## src/rtl/i2c_txn_sequencer.sv

```systemverilog
`default_nettype none
// ============================================================================
// Module : i2c_txn_sequencer
// Queues I2C byte commands, drives the master one transaction at a time and
// returns read data / status through a one-entry response slot.
// Rev    : 1.0  initial release
// ============================================================================
module i2c_txn_sequencer #(
   parameter int DEPTH   = 4,
   parameter int TIMEOUT = 1023
) (
   input  logic                       clk,
   input  logic                       reset,
   input  logic                       cmd_valid,
   output logic                       cmd_ready,
   input  logic                       cmd_rw,
   input  logic [6:0]                 cmd_addr,
   input  logic [7:0]                 cmd_wdata,
   output logic                       m_initiate,
   output logic                       m_rw,
   output logic [6:0]                 m_targetAddr,
   output logic [7:0]                 m_writeData,
   output logic                       m_abort,
   input  logic                       m_done,
   input  logic                       m_ack_err,
   input  logic [7:0]                 m_readData,
   output logic                       rsp_valid,
   input  logic                       rsp_ready,
   output logic [7:0]                 rsp_rdata,
   output logic                       rsp_err,
   output logic                       rsp_timeout,
   output logic [$clog2(DEPTH+1)-1:0] fifo_count,
   output logic                       idle
);
   localparam int c_ptr_w = $clog2(DEPTH);
   localparam int c_cnt_w = $clog2(DEPTH + 1);
   localparam int c_tmr_w = $clog2(TIMEOUT + 1);
   localparam logic [c_cnt_w-1:0] c_full = c_cnt_w'(DEPTH);
   localparam logic [c_tmr_w-1:0] c_last = c_tmr_w'(TIMEOUT - 1);

   typedef enum logic [2:0] {
      S_IDLE  = 3'd0,
      S_LOAD  = 3'd1,
      S_START = 3'd2,
      S_WAIT  = 3'd3,
      S_RESP  = 3'd4
   } state_t;

   state_t r_state, w_state_nxt;

   logic [15:0]        r_mem [DEPTH];
   logic [c_ptr_w-1:0] r_wptr, r_rptr;
   logic [c_cnt_w-1:0] r_count;
   logic [c_tmr_w-1:0] r_timer;
   logic               r_m_rw;
   logic [6:0]         r_m_addr;
   logic [7:0]         r_m_wdata;
   logic               r_rsp_valid, r_rsp_err, r_rsp_timeout;
   logic [7:0]         r_rsp_rdata;
   logic               w_push, w_pop, w_expire;

   assign cmd_ready = (r_count != c_full);
   assign w_push    = cmd_valid & cmd_ready;
   // Last WAIT cycle: cycle TIMEOUT counted from the initiate pulse
   assign w_expire  = (r_timer == c_last);

   always_comb begin
      w_state_nxt = r_state;
      w_pop       = 1'b0;
      case (r_state)
         S_IDLE: begin
            if (r_count != '0 && !r_rsp_valid) begin
               w_pop       = 1'b1;
               w_state_nxt = S_LOAD;
            end
         end
         S_LOAD:  w_state_nxt = S_START;
         S_START: w_state_nxt = S_WAIT;
         S_WAIT:  if (m_done || w_expire) w_state_nxt = S_RESP;
         S_RESP:  w_state_nxt = S_IDLE;
         default: w_state_nxt = S_IDLE;
      endcase
   end

   always_ff @(posedge clk or negedge reset) begin
      if (!reset) r_state <= S_IDLE;
      else        r_state <= w_state_nxt;
   end

   // Storage needs no reset: only entries written since reset are ever popped
   always_ff @(posedge clk) begin
      if (w_push) r_mem[r_wptr] <= {cmd_rw, cmd_addr, cmd_wdata};
   end

   always_ff @(posedge clk or negedge reset) begin
      if (!reset) begin
         r_wptr  <= '0;
         r_rptr  <= '0;
         r_count <= '0;
      end else begin
         if (w_push) r_wptr <= r_wptr + c_ptr_w'(1);
         if (w_pop)  r_rptr <= r_rptr + c_ptr_w'(1);
         r_count <= r_count + c_cnt_w'(w_push) - c_cnt_w'(w_pop);
      end
   end

   always_ff @(posedge clk or negedge reset) begin
      if (!reset) begin
         r_timer       <= '0;
         r_m_rw        <= 1'b0;
         r_m_addr      <= '0;
         r_m_wdata     <= '0;
         r_rsp_valid   <= 1'b0;
         r_rsp_rdata   <= '0;
         r_rsp_err     <= 1'b0;
         r_rsp_timeout <= 1'b0;
      end else begin
         if (w_pop) {r_m_rw, r_m_addr, r_m_wdata} <= r_mem[r_rptr];

         if (r_state == S_START)     r_timer <= '0;
         else if (r_state == S_WAIT) r_timer <= r_timer + c_tmr_w'(1);

         // Completion takes priority over a timeout landing on the same cycle
         if (r_state == S_WAIT && m_done) begin
            r_rsp_valid   <= 1'b1;
            r_rsp_rdata   <= r_m_rw ? m_readData : 8'h00;
            r_rsp_err     <= m_ack_err;
            r_rsp_timeout <= 1'b0;
         end else if (r_state == S_WAIT && w_expire) begin
            r_rsp_valid   <= 1'b1;
            r_rsp_rdata   <= 8'h00;
            r_rsp_err     <= 1'b0;
            r_rsp_timeout <= 1'b1;
         end else if (r_rsp_valid && rsp_ready) begin
            r_rsp_valid   <= 1'b0;
         end
      end
   end

   assign m_initiate   = (r_state == S_START);
   assign m_abort      = (r_state == S_WAIT) && w_expire && !m_done;
   assign m_rw         = r_m_rw;
   assign m_targetAddr = r_m_addr;
   assign m_writeData  = r_m_wdata;
   assign rsp_valid    = r_rsp_valid;
   assign rsp_rdata    = r_rsp_rdata;
   assign rsp_err      = r_rsp_err;
   assign rsp_timeout  = r_rsp_timeout;
   assign fifo_count   = r_count;
   assign idle         = (r_state == S_IDLE) && (r_count == '0) && !r_rsp_valid;

endmodule
`default_nettype wire
```

## config.mk

```make
export PLATFORM = sky130hd
export DESIGN_NAME = i2c_txn_sequencer
export DESIGN_NICKNAME = d
export VERILOG_FILES = /design/src/rtl/i2c_txn_sequencer.sv
export SDC_FILE = /design/constraint.sdc
export NUM_CORES = 1
export LEC_CHECK = 0
export BUFFER_PORTS_ARGS = -buffer_cell sky130_fd_sc_hd__buf_2
export CORE_MARGIN = 4
export CORE_UTILIZATION = 30
export DETAILED_ROUTE_END_ITERATION = 12
export SETUP_SLACK_MARGIN = 0.2
export SYNTH_ARGS = -nofsm -noshare
export SYNTH_HDL_FRONTEND = slang
export SYNTH_SLANG_ARGS = --single-unit
```

## constraint.sdc

```tcl
create_clock -name clk -period 7.8 [get_ports clk]
set_clock_uncertainty 0.1 [all_clocks]
set_input_delay 1.17 -clock clk [delete_from_list [all_inputs] [get_ports clk]]
set_output_delay 1.17 -clock clk [all_outputs]
set_load 0.01 [all_outputs]
```

==> results.yml, run 1 <==
logic_synthesis:
  synth_edf_count: 64
  yosysTopAreaCell: "edfxtp_1"
  synth_warnings: 0
  syn-num-nets: 307
  synth_area_um2: 4660
  synth_top_area_share_pct: 41.2
  synthCells: 268
  yosysSeqAreaShare_pct: 66.5
  yosysUniqueCellTypes: 50
  synth_area_leaders: "edfxtp_1 41%, dfrtp_1 25%, mux4_1 4.5%"
  synthArstFlopShare_pct: 42.3
  syn_area_per_cell_um2: 17.4
  synth_flop_cell: "edfxtp_1"
  synth_seq_cells: 111
route:
  dr_wl_met3_um: 443
  wl_per_cell_um: 16.9
  ant_nets: 0
  drtIter0Drc: 129
  via_per_inst: 4.82
  num_vias: 2518
  highest_layer: "met4"
  dr.pass1.iters: 4
  wirelength_mm: 8.82
  drc: 0
  dr_wl_met2_mm: 4.51
  met1_length_mm: 3.79
global_route:
  antenna_found_initial: 0
  grt_max_degree: 48
  first_global_vias: 2582
  track_usage_pct: 10.4
  grt_pass1_wl_mm: 14.2
  grt.overflow.total: 0
floorplanning:
  core-area_um2: 15200
  die_area_um2: 17600
  fp-row-count: 45
  fp.dieH_um: 133
  die_x_um: 133
  io_pins: 64
  initial_utilization_pct: 30.7
layout:
  register_area_um2: 3100
  final_cells: 522
  multi_input_area_um2: 1420
  antennaDiodeCount: 0
  area_growth_pct: 16.9
  fin_nets: 368
  fill_cells: 1454
  drive_gt1_share_pct: 34.7
clocking:
  cts-resized-gates: 0
  ctsLongestPathBuffers: 2
  cts_setup_buffers: 0
  holdBufCountCts: 0
  clk_latency_ns: 0.34
  cts_tree: "yes"
  cts_inserted_buffers: 9
  clkSinkCount: 111
  cts_root_buf: "clkbuf_16"
  clkTransAtPathRegs_ns: 0.07
  htreeDepth: 3
timing:
  fmax_mhz: 309
  rsz0062_at_grt: "false"
  slew_headroom_pct: 27.3
  worst_pin_slew_ns: 1.09
  finalMaxSlewViolations: 0
  fin_crit_ns: 3.24
  period_share_pct: 41.5
  final.setup.tns_ns: 0
  setup-violations-final: 0
  hold_viol_final: 0
placed_design:
  port_buffers: 63
  dp.cells: 506
  hpwl_mm: 5.74
  gp_congestion: 0.739
outcome:
  outcome: "complete, no violations"
critical_path:
  crit_family: "flip-flops"
  cp_max_fo: 21
  path_cells: "and3b_1, nor3b_1, buf_2"
  cp-start-kind: "register"
  worstPathArrival_ns: 1.97
  slowest_stage: "dfrtp_1"
  required_ns: 6.53
  worst-setup-path-type: "reg2out"
  slowest_delay_ns: 0.79
  critPathBufInv: 1
  crit_path_end_kind: "primary output"
power_and_ir_drop:
  leakagePower_nw: 2.18
  p_per_area_nw_per_um2: 378
  irDropWorstVdd_uv: 147
  total_power_mw: 2.06
flow_run:
  max-cap-violations: 0
worst_hold_path:
  hp-class: "reg2reg"
final timing paths:
kind	start	endpoint	slack, ns	cells past startpoint
max in group asynchronous	reset	rsp_rdata[1]$_DFFE_PN0P_	6.35	2
min in group asynchronous	reset	r_timer[6]$_DFFE_PN0P_	0.83	2
min reg2reg	m_writeData[4]$_DFFE_PN0P_	m_writeData[4]$_DFFE_PN0P_	0.40	1
max	r_state[0]$_DFFE_PN0P_	m_abort	4.56	3
max reg2reg	r_state[0]$_DFFE_PN0P_	fifo_count[2]$_DFF_PN0_	5.02	10
min	m_writeData[4]$_DFFE_PN0P_	m_writeData[4]$_DFFE_PN0P_	0.40	1
layer usage:
metal | up-vias | GRT usage (%)
met2 | 60 | 18.1
li1 | 1178 | -
met3 | 9 | 3.57
met4 | 0 | 2.77
met5 | - | 0
met1 | 1271 | 12.3
flip-flops by register name, indices dropped and copies added, names as in the netlist:
signal and flops:
m_rw 1, fifo_count 3, m_targetAddr 7, r_rptr 2, rsp_valid 1, rsp_rdata 8
r_mem 64, r_timer 10, rsp_err 1, r_wptr 2, r_state 3, m_writeData 8
rsp_timeout 1
cells in the mapped netlist, types with 2 or more instances:
master / number
nor2b_1: 2
xnor2_1: 5
buf_6: 3
a32o_1: 8
mux2_2: 11
o211ai_1: 3
nand3b_1: 4
nand3_1: 6
mux4_1: 8
o21ai_0: 2
nand4_1: 3
nand2_1: 11
mux4_2: 8
dfrtp_1: 47
clkbuf_1: 4
ha_1: 8
edfxtp_1: 64
a21oi_1: 2
and3_1: 5
buf_2: 3
nand2b_1: 2
and4_1: 3
mux2_4: 8
buf_4: 3
o311ai_0: 5
inv_1: 10
a31o_2: 2
a22o_1: 3
nor3b_1: 3
nor2_1: 2
cells by family (layout without fill, tap and decap cells):
family          count (synthesis)  after routing  share of synthesized area (%)
xor+xnor                        5              5                          0.939
fa+ha+maj                       9              9                           2.58
compound gates                 32             32                           5.77
simple gates                   51             51                           7.35
buf+inv                        24             90                           3.09
mux                            36             36                           13.8
flops                         111            111                           66.5
layout by cell type, fill, tap and decap left out, types with 2 or more instances in the layout:
cell type / netlist / final
o211ai_1: 3 / 3
inv_6: 0 / 2
xnor2_1: 5 / 5
nand2b_1: 2 / 2
nor3b_1: 3 / 3
edfxtp_1: 64 / 64
mux4_2: 8 / 8
o311ai_0: 5 / 5
nand3b_1: 4 / 4
nand3_1: 6 / 6
nand4_1: 3 / 3
mux2_4: 8 / 8
mux2_2: 11 / 11
a31o_2: 2 / 2
nor2_1: 2 / 2
a21oi_1: 2 / 2
ha_1: 8 / 8
and4_1: 3 / 3
and3_1: 5 / 5
bufinv_16: 0 / 2
buf_2: 3 / 63
clkbuf_16: 0 / 9
inv_1: 10 / 10
dfrtp_1: 47 / 47
a22o_1: 3 / 3
nor2b_1: 2 / 2
nand2_1: 11 / 11
o21ai_0: 2 / 2
a32o_1: 8 / 8
mux4_1: 8 / 8
power breakdown:
part	switching, mW	internal [mW]	total (mW)
clock network	0.217	0.289	0.506
logic	0.277	0.319	0.596
registers	0.158	0.802	0.960
area by class of cell:
cell class	count	area share (%)
clock buffer	9	4.13
clock inverter	7	2.07
inverter	10	0.689
multi-input combinational	133	26.0
sequential	111	56.8
tap	188	4.31
timing repair buffer	64	5.92
through the flow:
stage,setup slack [ns],hold slack (ns),area (um^2),util [%]
after floorplan,5.04,0.399,4660,-
after global placement,4.90,0.386,5110,33.6
after detailed placement,4.89,0.391,5110,33.6
after CTS,4.54,0.408,5450,35.9
after global routing,4.43,0.425,5450,35.9
final,4.56,0.404,5450,35.9
(Power assumes the default switching activity.)
==> run 2, diff against run 1 <==
clock period = 3.23 ns   (was 7.8 ns; I/O delays follow)
==> results.yml, run 2 (synthesis gave the netlist of run 1 again) <==
floorplanning:
  die_x_um: 133
  fp-row-count: 45
  initial_utilization_pct: 30.7
  core-area_um2: 15200
  io_pins: 64
  fp.dieH_um: 133
  die_area_um2: 17600
clocking:
  ctsLongestPathBuffers: 2
  holdBufCountCts: 0
  cts_tree: "yes"
  cts_inserted_buffers: 9
  clkTransAtPathRegs_ns: 0.08
  clk_latency_ns: 0.35
  cts_setup_buffers: 0
  cts_root_buf: "clkbuf_16"
  cts-resized-gates: 0
  clkSinkCount: 111
  htreeDepth: 3
timing:
  slew_headroom_pct: 36.9
  fin_crit_ns: 2.48
  worst_pin_slew_ns: 0.946
  layout_setup_ws_ns: 0.749
  finalMaxSlewViolations: 0
  fmax_mhz: 403
  setup-violations-final: 0
  hold_viol_final: 0
  period_share_pct: 76.8
  rsz0062_at_grt: "false"
  final.setup.tns_ns: 0
  holdWs_ns: 0.0282
critical_path:
  required_ns: 3.36
  reg2reg_slack_ns: 0.75
  timing.rr.end: "fifo_count[2]$_DFF_PN0_"
  reg2reg_depth: 10
  crit_path_end_kind: "register"
  cp-start-kind: "register"
  cp_max_fo: 6
  worstPathArrival_ns: 2.61
  rr_startpoint: "fifo_count[1]$_DFF_PN0_"
  worst-setup-path-type: "reg2reg"
layout:
  drive_gt1_share_pct: 35.3
  top_regs: "r_mem: 64 flops, r_timer: 10 flops"
  antennaDiodeCount: 0
  largest_reg_flops: 64
  largest-register: "r_mem"
  area_growth_pct: 16.4
  final_cell_mix: "64 x edfxtp_1, 63 x buf_2, 47 x dfrtp_1, 11 x nand2_1, 11 x mux2_2"
  design_area_um2: 5430
  fin_nets: 371
  fill_cells: 1479
  final_common_cell: "edfxtp_1"
route:
  wirelength_mm: 8.90
  ant_nets: 0
  wl_per_cell_um: 16.9
  num_vias: 2537
  drc: 0
  drtIter0Drc: 182
  via_per_inst: 4.83
  dr.pass1.iters: 4
placed_design:
  hpwl_mm: 5.84
  pre_cts_ws_ns: 0.738
  port_buffers: 63
  gp_congestion: 0.724
  dpl_cell_area_um2: 5140
power_and_ir_drop:
  p_per_area_nw_per_um2: 894
  irDropWorstVdd_uv: 358
  leakagePower_nw: 2.17
  total_power_mw: 4.85
outcome:
  outcome: "complete, no violations"
flow_run:
  max-cap-violations: 0
worst_hold_path:
  hp-class: "in2async"
global_route:
  antenna_found_initial: 0
  track_usage_pct: 10.4
  grt.overflow.total: 0
  first_global_vias: 2592
  grt_max_degree: 27
  grt_pass1_wl_mm: 14.2
-- run 2: cell count changes in the layout (fill, tap and decap cells not counted), sizes merged --
| cell | previous run | this run |
|---|---|---|
| buf | 64 | 67 |
| bufinv | 2 | 0 |
| clkinv | 1 | 2 |
| clkinvlp | 1 | 2 |
-- run 2: power by group --
group	switching [mW]	total (mW)	internal, mW
registers	0.294	2.23	1.94
logic	0.760	1.56	0.796
clock network	0.526	1.07	0.540
total	1.58	4.85	3.27
-- run 2: cell type report --
| class | count | area, um^2 | share of cell area (%) |
|---|---|---|---|
| clock inverter | 7 | 65.1 | 1.20 |
| tap | 188 | 235 | 4.33 |
| multi-input combinational | 133 | 1420 | 26.2 |
| sequential | 111 | 3100 | 57.1 |
| timing repair buffer | 67 | 345 | 6.36 |
| inverter | 10 | 37.5 | 0.692 |
| clock buffer | 9 | 225 | 4.15 |
-- run 2: metal layers --
layer,vias up,routed length (um),track usage (%)
met5,-,0,0
met4,0,110,3.18
met3,10,484,3.76
met2,60,4640,18.1
met1,1280,3660,12.1
li1,1187,-,-
-- run 2: how the worst max path moves through the flow --
stage                         endpoint               startpoint  slack, ns  depth (start not counted)
2_1_floorplan  fifo_count[2]$_DFF_PN0_  fifo_count[1]$_DFF_PN0_       0.69                         11
3_3_place_gp   fifo_count[2]$_DFF_PN0_  fifo_count[1]$_DFF_PN0_       0.81                         10
3_5_place_dp   fifo_count[2]$_DFF_PN0_  fifo_count[1]$_DFF_PN0_       0.74                         10
4_1_cts        fifo_count[2]$_DFF_PN0_  fifo_count[1]$_DFF_PN0_       0.73                         10
5_1_grt        fifo_count[2]$_DFF_PN0_  fifo_count[1]$_DFF_PN0_       0.61                         10
6_report       fifo_count[2]$_DFF_PN0_  fifo_count[1]$_DFF_PN0_       0.75                         10
-- run 2: worst max-delay path, stage by stage (launching register included) --
cell,delay (ns)
dfrtp_1,0.45
or3b_1,0.48
and2_4,0.21
inv_1,0.05
ha_1,0.22
inv_1,0.05
ha_1,0.12
inv_1,0.05
fa_1,0.37
xnor2_1,0.14
xnor2_1,0.12
-- run 2: per-stage QoR --
| stage | utilization, % | std cells |
|---|---|---|
| global route | 35.7 | 525 |
| detailed placement | 33.8 | 509 |
| global placement | 33.8 | 509 |
| finish | 35.7 | 525 |
| CTS | 35.7 | 525 |
| floorplan | - | 268 |
